<file path="src/rtl/vote_logger.sv">
// Vote-capture stage: debounces four candidate buttons, accepts one vote per
// clean single-button press and keeps saturating per-candidate tallies.
module vote_logger #(
    parameter int unsigned DEBOUNCE_CYCLES = 16
) (
    input  logic       clock,
    input  logic       reset,
    input  logic       mode,
    input  logic [4:1] button,
    output logic [7:0] cand_1_vote,
    output logic [7:0] cand_2_vote,
    output logic [7:0] cand_3_vote,
    output logic [7:0] cand_4_vote,
    output logic [9:0] total_votes,
    output logic       valid_vote_casted,
    output logic       invalid_press
);

    localparam int unsigned CNT_W   = 16;
    localparam int unsigned TALLY_W = 8;
    localparam int unsigned TOTAL_W = 10;
    localparam int unsigned NCAND   = 4;

    localparam logic [1:0] IDLE         = 2'd0;
    localparam logic [1:0] DEBOUNCE     = 2'd1;
    localparam logic [1:0] CAST         = 2'd2;
    localparam logic [1:0] WAIT_RELEASE = 2'd3;

    localparam logic [CNT_W-1:0]   CNT_LIMIT = CNT_W'(DEBOUNCE_CYCLES);
    localparam logic [TALLY_W-1:0] TALLY_MAX = {TALLY_W{1'b1}};

    logic [1:0]         state_q, state_d;
    logic [3:0]         sample_q, sample_d;
    logic [CNT_W-1:0]   cnt_q, cnt_d;
    logic [TALLY_W-1:0] tally_q [NCAND];
    logic [TALLY_W-1:0] tally_d [NCAND];
    logic [TOTAL_W-1:0] total_q, total_d;
    logic               valid_q, valid_d;
    logic               invalid_q, invalid_d;

    logic               sample_onehot_c;
    logic [1:0]         sel_c;

    // Decode the latched sample into a candidate index; non-one-hot is a multi-press.
    always_comb begin
        sample_onehot_c = 1'b1;
        sel_c           = 2'd0;
        case (sample_q)
            4'b0001: sel_c = 2'd0;
            4'b0010: sel_c = 2'd1;
            4'b0100: sel_c = 2'd2;
            4'b1000: sel_c = 2'd3;
            default: sample_onehot_c = 1'b0;
        endcase
    end

    always_comb begin
        state_d   = state_q;
        sample_d  = sample_q;
        cnt_d     = cnt_q;
        tally_d   = tally_q;
        total_d   = total_q;
        valid_d   = 1'b0;
        invalid_d = 1'b0;

        case (state_q)
            IDLE: begin
                if (!mode && (button != 4'd0)) begin
                    sample_d = button;
                    cnt_d    = CNT_W'(1);
                    state_d  = DEBOUNCE;
                end
            end
            DEBOUNCE: begin
                if (mode || (button != sample_q)) begin
                    state_d = IDLE;
                end else if (cnt_q == CNT_LIMIT) begin
                    state_d = CAST;
                end else begin
                    cnt_d = cnt_q + CNT_W'(1);
                end
            end
            CAST: begin
                state_d = WAIT_RELEASE;
                cnt_d   = '0;
                if (sample_onehot_c && (tally_q[sel_c] != TALLY_MAX)) begin
                    tally_d[sel_c] = tally_q[sel_c] + TALLY_W'(1);
                    total_d        = total_q + TOTAL_W'(1);
                    valid_d        = 1'b1;
                end else begin
                    invalid_d = 1'b1;
                end
            end
            WAIT_RELEASE: begin
                // Any activity restarts the release window; mode is ignored here.
                if (button != 4'd0) begin
                    cnt_d = '0;
                end else if ((cnt_q + CNT_W'(1)) == CNT_LIMIT) begin
                    cnt_d   = '0;
                    state_d = IDLE;
                end else begin
                    cnt_d = cnt_q + CNT_W'(1);
                end
            end
            default: begin
                state_d = IDLE;
                cnt_d   = '0;
            end
        endcase
    end

    always_ff @(posedge clock) begin
        if (reset) begin
            state_q   <= IDLE;
            sample_q  <= '0;
            cnt_q     <= '0;
            for (int i = 0; i < NCAND; i++) begin
                tally_q[i] <= '0;
            end
            total_q   <= '0;
            valid_q   <= 1'b0;
            invalid_q <= 1'b0;
        end else begin
            state_q   <= state_d;
            sample_q  <= sample_d;
            cnt_q     <= cnt_d;
            for (int i = 0; i < NCAND; i++) begin
                tally_q[i] <= tally_d[i];
            end
            total_q   <= total_d;
            valid_q   <= valid_d;
            invalid_q <= invalid_d;
        end
    end

    assign cand_1_vote       = tally_q[0];
    assign cand_2_vote       = tally_q[1];
    assign cand_3_vote       = tally_q[2];
    assign cand_4_vote       = tally_q[3];
    assign total_votes       = total_q;
    assign valid_vote_casted = valid_q;
    assign invalid_press     = invalid_q;

endmodule

</file>
<file path="config.mk">
export PLATFORM = sky130hd
export DESIGN_NAME = vote_logger
export DESIGN_NICKNAME = d
export VERILOG_FILES = /design/src/rtl/vote_logger.sv
export SDC_FILE = /design/constraint.sdc
export NUM_CORES = 1
export LEC_CHECK = 0
export BUFFER_PORTS_ARGS = -buffer_cell sky130_fd_sc_hd__buf_2
export CORE_MARGIN = 5
export CORE_UTILIZATION = 47
export CTS_BUF_LIST = sky130_fd_sc_hd__clkbuf_2 sky130_fd_sc_hd__clkbuf_4 sky130_fd_sc_hd__clkbuf_8
export DETAILED_ROUTE_END_ITERATION = 6
export PLACE_DENSITY = 0.76
export SYNTH_ARGS = -nofsm -noshare
export SYNTH_HDL_FRONTEND = slang
export SYNTH_SLANG_ARGS = --single-unit
</file>
<file path="constraint.sdc">
create_clock -name clock -period 3.1 [get_ports clock]
set_input_delay 0.62 -clock clock [delete_from_list [all_inputs] [get_ports clock]]
set_output_delay 0.62 -clock clock [all_outputs]
set_load 0.05 [all_outputs]
</file>
# Word level (Yosys, flattened, before mapping)
# Cells that the tools add are included.
[word_totals] register_bits=66 inputBits=7 wordCells=69
[op_classes] add_sub_neg=3 magnitude_cmp=2 eq_ne=17 mux=22 bitwise=2 reduce_logical=13
[op_table] op="$mux 16" n=5
[op_table] op="$pmux 16 s4" n=1
[op_table] op="$bwmux 32" n=1
[op_table] op="$eq 16x5->1 const B" n=2
[op_table] op="$mux 8" n=3
[op_table] op="$add 16x1->16 const B" n=1
[op_table] op="$bmux 8 s2" n=1
[op_table] op="$demux 8 s2" n=1
[op_table] op="$add 10x1->10 const B" n=1
[op_table] op="$mux 2" n=5
[op_table] op="$ne 2x2->1 const B" n=5
[op_table] op="$add 8x1->8 const B" n=1
[op_table] op="$ne 8x8->1 const B" n=1
[op_table] op="$pmux 2 s4" n=1
[op_table] op="$pmux 2 s3" n=1
[op_table] op="$eq 2x2->1 const B" n=2
[op_table] op="$eq 4x1->1 const B" n=1
[op_table] op="$eq 4x2->1 const B" n=1
[op_table] op="$eq 4x3->1 const B" n=1
[op_table] op="$eq 4x4->1 const B" n=1
[op_table] op="$ne 4x4->1" n=1
[op_table] op="$reduce_and 2->1" n=2
[op_table] op="$reduce_and 4->1" n=1
[op_table] op="$reduce_bool 4->1" n=1
[op_table] op="other kinds (14)" n=18

# Depth between registers and ports, before layout
# Gate-level depths: netlist of run 1.
[depth] word_depth=9 mapped_depth=13 ltp_nobuf=10

# Least setup slack after synthesis of run 1
# No wires, ideal clock.
[synth_timing] path_kind="flip-flop to flip-flop" from="register sample_q[1]" to="register total_q[9], in the netlist total_votes[9]" arrival_time_ns=2.731 required_time_ns=2.979 setup_slack_ns=0.249 path_stages_with_launch=13 period_less_slack_ns=2.851 cell_sequence="dfxtp_1 > clkbuf_1 > buf_2 > nor3b_1 > o21ai_0 > o221ai_1 > inv_1 > ha_1 > o2111ai_2 > nor4_4 > a21oi_2 > nand4_1 > mux2_2"
[synth_between] elab_chain_cells=9 elab_cells_between_ends=14 cone_classes="eq/ne: 5; mux: 5; bitwise: 1; reduce/logical: 3"
[synth_rtl] element="start: declaration" line="33" text="logic [3:0] sample_q, sample_d;"
[synth_rtl] element="start signal: assignment" line="125" text="sample_q <= sample_d;"
[synth_rtl] element="$eq 4x4->1 (tied with other cells)" line="48" text="case (sample_q)"
[synth_rtl] element="$pmux 2 s3" line="48"
[synth_rtl] element="$not 2->3 (implied by the code)" line="86" text="if (sample_onehot_c && (tally_q[sel_c] != TALLY_MAX)) begin"
[synth_rtl] element="$bmux 8 s2" line="86"
[synth_rtl] element="$mux 8 (implied by the code) (2 in series)" line="86"
[synth_rtl] element="$ne 8x8->1" line="86"
[synth_rtl] element="$logic_and 1x1->1 (*)" line="86"
[synth_rtl] element="$reduce_and 2->1 (no source line) (*)"
[synth_rtl] element="end signal: assignment" line="130" text="total_q <= total_d;"
[synth_rtl] element="end: declaration" line="37" text="logic [TOTAL_W-1:0] total_q, total_d;"
# Mark *: on every way between the ends. The rest lies on a longest branch, timed or not. The select of a mux whose other input is x is not followed.
# A chain may end at the register's enable or synchronous reset.

# Worst setup path after layout of run 1
[layout_timing] from="register sample_q[1]" to="register tally_q (netlist bit cand_3_vote[3])"
[layout_between] elab_chain_cells=9 elab_cells_between_ends=21 cone_classes="add/sub: 1; order compare: 2; eq/ne: 5; mux: 8; bitwise: 1; reduce/logical: 4"
[layout_rtl] element="branches (longest 9 deep; another with $add 8x1->8)"
[layout_rtl] element="end signal: indexed assignment" line="128" text="tally_q[i] <= tally_d[i];"
[layout_rtl] element="end: declaration" line="35" text="logic [TALLY_W-1:0] tally_q [NCAND];"
# Several ways; the timed one is not identified. The select of a mux whose other input is x is not followed.

==> results by group, run 1 <==
Status
  • Status: complete, no violations

Die
  • DIE WIDTH: 97.79 um
  • Initial Util: 47.62%
  • Row count: 32
  • Core ar.: 0.007607 mm2
  • I/O pin count: 51
  • Die area: 0.009563 mm2
  • Die H: 97.79 um

Global routing
  • Initial antenna violation count: 1
  • Final global-route overflow total: 0
  • Largest net degree at the start of global routing: 31
  • Vias in the first global route: 3092
  • First-pass GRT wire length: 14580 um
  • All-Layer GR Usage: 18.39%

Synth
  • Syn Inst Count: 425
  • Post-Syn Nets: 436
  • Avg Cell Area, Syn: 8.523 um2
  • EDFF count, synth: 0
  • Number of synthesized register bits: 66
  • YS warnings: 0
  • Post-synthesis cell type count: 61
  • Seq/Total Area, Yosys: 36.48%
  • Synth Flop Type: dfxtp_1
  • Async set-reset flop share out of synthesis: 0%
  • Cell Area, Synth: 0.003622 mm2

CTS
  • Clock Path Buffers: 2
  • Reg clk slew, reported paths: 0.07 ns
  • H-tree Lvls: 3
  • CTS tree: built
  • Clock latency on the worst-skew pair: 0.36 ns
  • CTS buffer count: 9
  • Clk root buf: clkbuf_8
  • Hold-fix buffers, CTS: 0
  • Clk sinks: 66

STA
  • RSZ-0062 raised after global routing: no
  • Final hold violations: 0
  • Fin crit share: 92.00%
  • Fmax achieved: 0.3506 GHz
  • Max-slew violations: 0
  • Post-Route Skew: 0.006826 ns
  • Worst slew pin tran: 1.005 ns
  • Setup Viol. Count Final: 0
  • Max_slew headroom: 32.41%
  • Final Critical Period: 2.852 ns
  • Total negative slack: 0 ns

Setup path
  • Critical Path Start Type: register
  • Worst EP required: 3.33 ns
  • RR Startpoint: sample_q[1]
  • Critical path class: register to register
  • CP arrival: 3.08 ns
  • R2R depth: 11
  • Crit path capture type: register
  • Capturing point of the worst reg2reg path: cand_3_vote[3]
  • Crit Path Max Fanout: 12
  • Setup crit start: sample_q[1]
  • Register-to-register setup slack: 0.25 ns

Placed design
  • IO buf count: 50
  • RD Place Congestion: 0.8942
  • Post-DP HPWL: 6554 um

Power and ir drop
  • Final Power: 1.801 mW
  • Power Dens Cells: 423.7 mW/mm2
  • Leak pwr: 1.656 nW
  • Max IR drop VDD: 0.1944 mV

Detailed routing
  • DRC: 0
  • Starting DRT DRC Count: 189
  • Final wirelength: 8957 um
  • Wire length per cell: 15.13 um
  • TritonRoute pass-1 iters: 5
  • Via count: 3414
  • Number of vias per cell: 5.767
  • Antenna viol nets, final: 0

Job
  • Maxcap violations: 0

Cells and area
  • Area grow syn2layout: 17.37%
  • Diodes inserted: 0
  • Filler Cell Count: 691
  • Nets: 496
  • Share of cells above drive strength 1: 23.06%
  • Commonest non-fill, non-tap cell in the layout: dfxtp_1
  • Commonest cells after routing, fill and taps aside: dfxtp_1 (66), nor2_1 (53), buf_2 (50), o21ai_0 (26), buf_4 (25)

Worst hold path
  • Hold EP: cand_1_vote[5]
  • Hold Crit Class: register to register
  • Hold_sp: cand_1_vote[5]
  • Hold Path Depth: 2
## sequential cells by signal, indices dropped and copies added (netlist names), named ones only
name and count:
cand_2_vote 8, cand_4_vote 8, invalid_press 1, state_q 1, cnt_q 16, total_votes 10
cand_3_vote 8, valid_vote_casted 1, sample_q 4, cand_1_vote 8
## cell usage after synthesis, types with 2 or more instances
master	count	area, um2
dfxtp_1	66	1321
nor4b_1	4	35.03
a211oi_1	7	52.55
and3_1	3	18.77
mux2_2	2	22.52
a31o_2	2	17.52
or2_2	2	12.51
nor3b_1	16	120.1
o221ai_1	5	43.79
xnor2_1	14	122.6
xor2_1	6	52.55
nand2_1	22	82.58
a211oi_2	6	75.07
a211o_1	3	26.28
ha_1	4	50.05
nand2b_1	6	37.54
a21o_1	8	60.06
mux2i_1	22	220.2
and4_1	2	17.52
and3b_1	2	17.52
a21oi_2	3	26.28
or3_1	3	18.77
nor3_1	17	85.08
nand4_1	9	56.30
buf_6	6	67.56
and2_1	2	12.51
nor4_1	6	37.54
nor2_1	53	198.9
buf_2	3	15.01
o31ai_1	3	22.52
inv_1	16	60.06
nand3_1	13	65.06
a21oi_1	18	90.09
a31oi_1	2	12.51
o21ai_0	26	130.1
clkbuf_1	16	60.06
nor2b_1	3	18.77
## worst max-delay path: stages, from the launching register on
cell and delay (ns):
dfxtp_1 0.35, or4b_4 0.58, o221ai_2 0.25, inv_1 0.16
ha_1 0.26, o2111ai_2 0.09, nor4_4 0.07, buf_4 0.18
a211oi_2 0.21, buf_4 0.26, mux2i_1 0.25, nor2_1 0.06
## power breakdown
| group | leakage [nW] | internal, mW | switching (mW) |
|---|---|---|---|
| Clock | 0.0945 | 0.392 | 0.349 |
| Sequential | 0.533 | 0.853 | 0.00737 |
| Combinational | 1.03 | 0.0744 | 0.125 |
| Total | 1.66 | 1.32 | 0.482 |
## worst max-delay path by stage
| stage | to |
|---|---|
| 2_1_floorplan | total_votes[9] |
| 3_3_place_gp | total_votes[2] |
| 3_5_place_dp | total_votes[9] |
| 4_1_cts | total_votes[2] |
| 5_1_grt | cand_1_vote[3] |
| 6_report | cand_3_vote[3] |
## routing by layer
layer  vias to the layer above  wire length (um)  global-route usage, %
li1                       1667                 -                      -
met1                      1630              3951                  23.18
met2                        98              4187                  28.99
met3                        17               644                  6.500
met4                         2               161                  6.922
met5                         -                11                      0
## kinds of logic (layout without fill, tap and decap cells)
group                    Yosys count  after routing  synth area share (%)
multiplexers                      24             24                 6.701
adder cells (fa/ha/maj)            4              4                 1.382
AND/OR/NAND/NOR                  171            171                 25.39
AO/OA/AOI/OAI                     98             98                 19.41
XOR/XNOR                          20             20                 4.836
buffers and inverters             42            107                 5.803
flip-flops                        66             66                 36.48
## per-stage QoR
step | std cells | cell area [um2] | utilization (%) | setup WS, ns | hold WS [ns]
floorplan | 425 | 3622 | - | 0.2487 | 0.5001
global placement | 572 | 4008 | 52.68 | 0.3097 | 0.4610
detailed placement | 572 | 4008 | 52.68 | 0.2081 | 0.4702
CTS | 588 | 4212 | 55.36 | 0.1638 | 0.4808
global route | 592 | 4252 | 55.89 | 0.06388 | 0.5103
finish | 592 | 4252 | 55.89 | 0.2481 | 0.4785
## cell type report
class | instances | area [um2] | area share (%)
Clock buffer | 10 | 137.6 | 3.237
Clock inverter | 6 | 66.31 | 1.560
Inverter | 16 | 60.06 | 1.413
Multi-Input combinational cell | 317 | 2101 | 49.41
Sequential cell | 66 | 1321 | 31.08
Tap cell | 102 | 127.6 | 3.002
Timing Repair Buffer | 75 | 437.9 | 10.30
## what timing repair did
action,CTS,global route
gates resized for setup,0,2
hold endpoints to repair,0,0
setup endpoints to repair,0,10
setup buffers,0,4
Power figures use the tool's default switching activity.
==> run 2, diff against run 1 <==
- clock period: 3.1 -> 2.9 ns (I/O delays scaled with it)
==> run 2 against run 1 <==
  * Register-to-register slack got worse by 0.05 ns
  * Global-route usage increased by 0.91 points
  * Cell count decreased by 0.34%
  * Sequential cell count unchanged
==> results by group, run 2 (same netlist as run 1, synthesis figures left out) <==
Global routing
  • Largest net degree at the start of global routing: 28 (-9.7%)
  • First-pass GRT wire length: 15400 um (+5.6%)
  • Initial antenna violation count: 3 (+2)
  • Vias in the first global route: 3128 (+1.2%)
  • Final global-route overflow total: 0 (unchanged)
  • All-Layer GR Usage: 19.29% (+0.91 points)

Cells and area
  • Commonest non-fill, non-tap cell in the layout: dfxtp_1
  • Share of cells above drive strength 1: 23.46% (+0.40 points)
  • Final Non-Filler Cells: 590 (-0.34%)
  • Max reg flops: 16 (unchanged)
  • Area of the multi-input gates: 0.002120 mm2 (+0.89%)
  • Largest register by flop count: cnt_q
  • Reg area: 0.001321 mm2 (unchanged)
  • Area grow syn2layout: 17.72%
  • Nets: 493 (-0.60%)
  • Commonest cells after routing, fill and taps aside: dfxtp_1 (66), nor2_1 (51), buf_2 (50), o21ai_0 (26)
  • Filler Cell Count: 695 (+0.58%)

Detailed routing
  • Starting DRT DRC Count: 201 (+6.3%)
  • Antenna viol nets, final: 0 (unchanged)
  • Via count: 3388 (-0.76%)
  • DRC: 0 (unchanged)
  • Number of vias per cell: 5.742 (-0.43%)
  • TritonRoute pass-1 iters: 5 (unchanged)
  • Final wirelength: 9150 um (+2.2%)
  • Wire length per cell: 15.51 um (+2.5%)

CTS
  • Reg clk slew, reported paths: 0.07 ns (about the same)
  • Post-CTS setup buffer count: 0 (unchanged)
  • CTS buffer count: 9 (unchanged)
  • Clk root buf: clkbuf_8
  • H-tree Lvls: 3 (unchanged)
  • Clock Path Buffers: 2 (unchanged)
  • Clk sinks: 66 (unchanged)
  • Post-CTS sizing: 0 (unchanged)
  • CTS tree: built
  • Clock latency on the worst-skew pair: 0.34 ns (-0.02 ns)
  • Hold-fix buffers, CTS: 0 (unchanged)

STA
  • Final hold violations: 0 (unchanged)
  • Final Critical Period: 2.703 ns (-0.1490 ns)
  • Fin crit share: 93.20% (+1.2 points)
  • Fin worst setup slack: 0.1971 ns (-0.05097 ns)
  • RSZ-0062 raised after global routing: no
  • Post-Route Skew: 0.006267 ns (-0.0005588 ns)
  • Max_slew headroom: 33.48% (+1.1 points)
  • Setup Viol. Count Final: 0 (unchanged)
  • Fmax achieved: 0.3700 GHz (+5.5%)
  • Worst slew pin tran: 0.9887 ns (-0.01593 ns)
  • Hold Worst Slack: 0.4723 ns (-0.006202 ns)
  • Total negative slack: 0 ns (unchanged)
  • Max-slew violations: 0 (unchanged)

Setup path
  • CP max stage cell: or4b_4
  • Critical path class: register to register
  • Critical path's largest stage delay: 0.58 ns (about the same)
  • CP Cell Sequence: or4b_4, o221ai_2, inv_1, ha_1, o2111ai_2, nor4_4, buf_4, a21oi_2, nand4_1, mux2_2
  • Family with the most delay on the worst path: simple AND/OR/NAND/NOR gates
  • Crit Path Max Fanout: 9 (-3)
  • Crit path capture type: register
  • Critical path buffer and inverter count: 2 (-1)
  • Critical Path Start Type: register
  • CP arrival: 2.94 ns (-0.14 ns)
  • Worst EP required: 3.14 ns (-0.19 ns)

Status
  • Status: complete, no violations

Placed design
  • Post-place setup slack: 0.07933 ns (-0.1288 ns)
  • RD Place Congestion: 0.9262 (+3.6%)
  • Post-DP HPWL: 6707 um (+2.3%)
  • Post-Place Cells: 573 (+0.17%)
  • IO buf count: 50 (unchanged)

Power and ir drop
  • Leak pwr: 1.643 nW (-0.81%)
  • Power Dens Cells: 464.7 mW/mm2 (+9.7%)
  • Max IR drop VDD: 0.1952 mV (+0.39%)

Die
  • Initial Util: 47.62% (unchanged)
  • Row count: 32 (unchanged)
  • Die H: 97.79 um (unchanged)
  • Die area: 0.009563 mm2 (unchanged)
  • I/O pin count: 51 (unchanged)
  • Core ar.: 0.007607 mm2 (unchanged)
  • DIE WIDTH: 97.79 um (unchanged)

Worst hold path
  • Hold Crit Class: register to register

Job
  • Maxcap violations: 0 (unchanged)
run 2: worst register-to-register path, delay by kind of cell, from the launching register on:
kind | cells | cell delay, ns
buffers and inverters | 2 | 0.28
AND/OR/NAND/NOR | 3 | 0.78
multiplexers | 1 | 0.29
AO/OA/AOI/OAI | 3 | 0.66
flip-flops | 1 | 0.35
adder cells (fa/ha/maj) | 1 | 0.23
run 2: layer usage:
layer	vias up	GRT usage, %	routed length [um]
met1	1616	24.34	4081
met3	13	5.500	560
met5	-	0	11
met2	99	31.95	4392
li1	1658	-	-
met4	2	6.070	104
run 2: stage by stage:
step / total power [mW] / utilization [%] / cell area (um2)
global placement: 1.142 / 52.78 / 4015
global route: 2.066 / 56.05 / 4264
detailed placement: 1.149 / 52.78 / 4015
CTS: 1.983 / 55.56 / 4227
finish: 1.982 / 56.05 / 4264
floorplan: 1.089 / - / 3622
run 2: path summary, 6_finish.rpt:
path	slack, ns	endpoint	depth (start not counted)	start
max	0.20	total_votes[9]	10	sample_q[1]
min	0.47	cand_4_vote[5]	2	cand_4_vote[5]
max reg2reg	0.20	total_votes[9]	10	sample_q[1]
min reg2reg	0.47	cand_4_vote[5]	2	cand_4_vote[5]
run 2: layout make-up:
cell class | count | area share [%]
multi-input cells | 317 | 49.71
flip-flops and latches | 66 | 30.99
clock inverters | 5 | 1.878
repair buffers | 72 | 9.830
diodes | 2 | 0.1174
inverters | 16 | 1.408
clock buffers | 10 | 3.081
well taps | 102 | 2.993
run 2: report_power, final:
| group | internal [mW] | switching (mW) |
|---|---|---|
| Sequential | 0.912 | 0.00767 |
| Combinational | 0.0856 | 0.134 |
| Clock | 0.487 | 0.355 |
| Total | 1.48 | 0.497 |
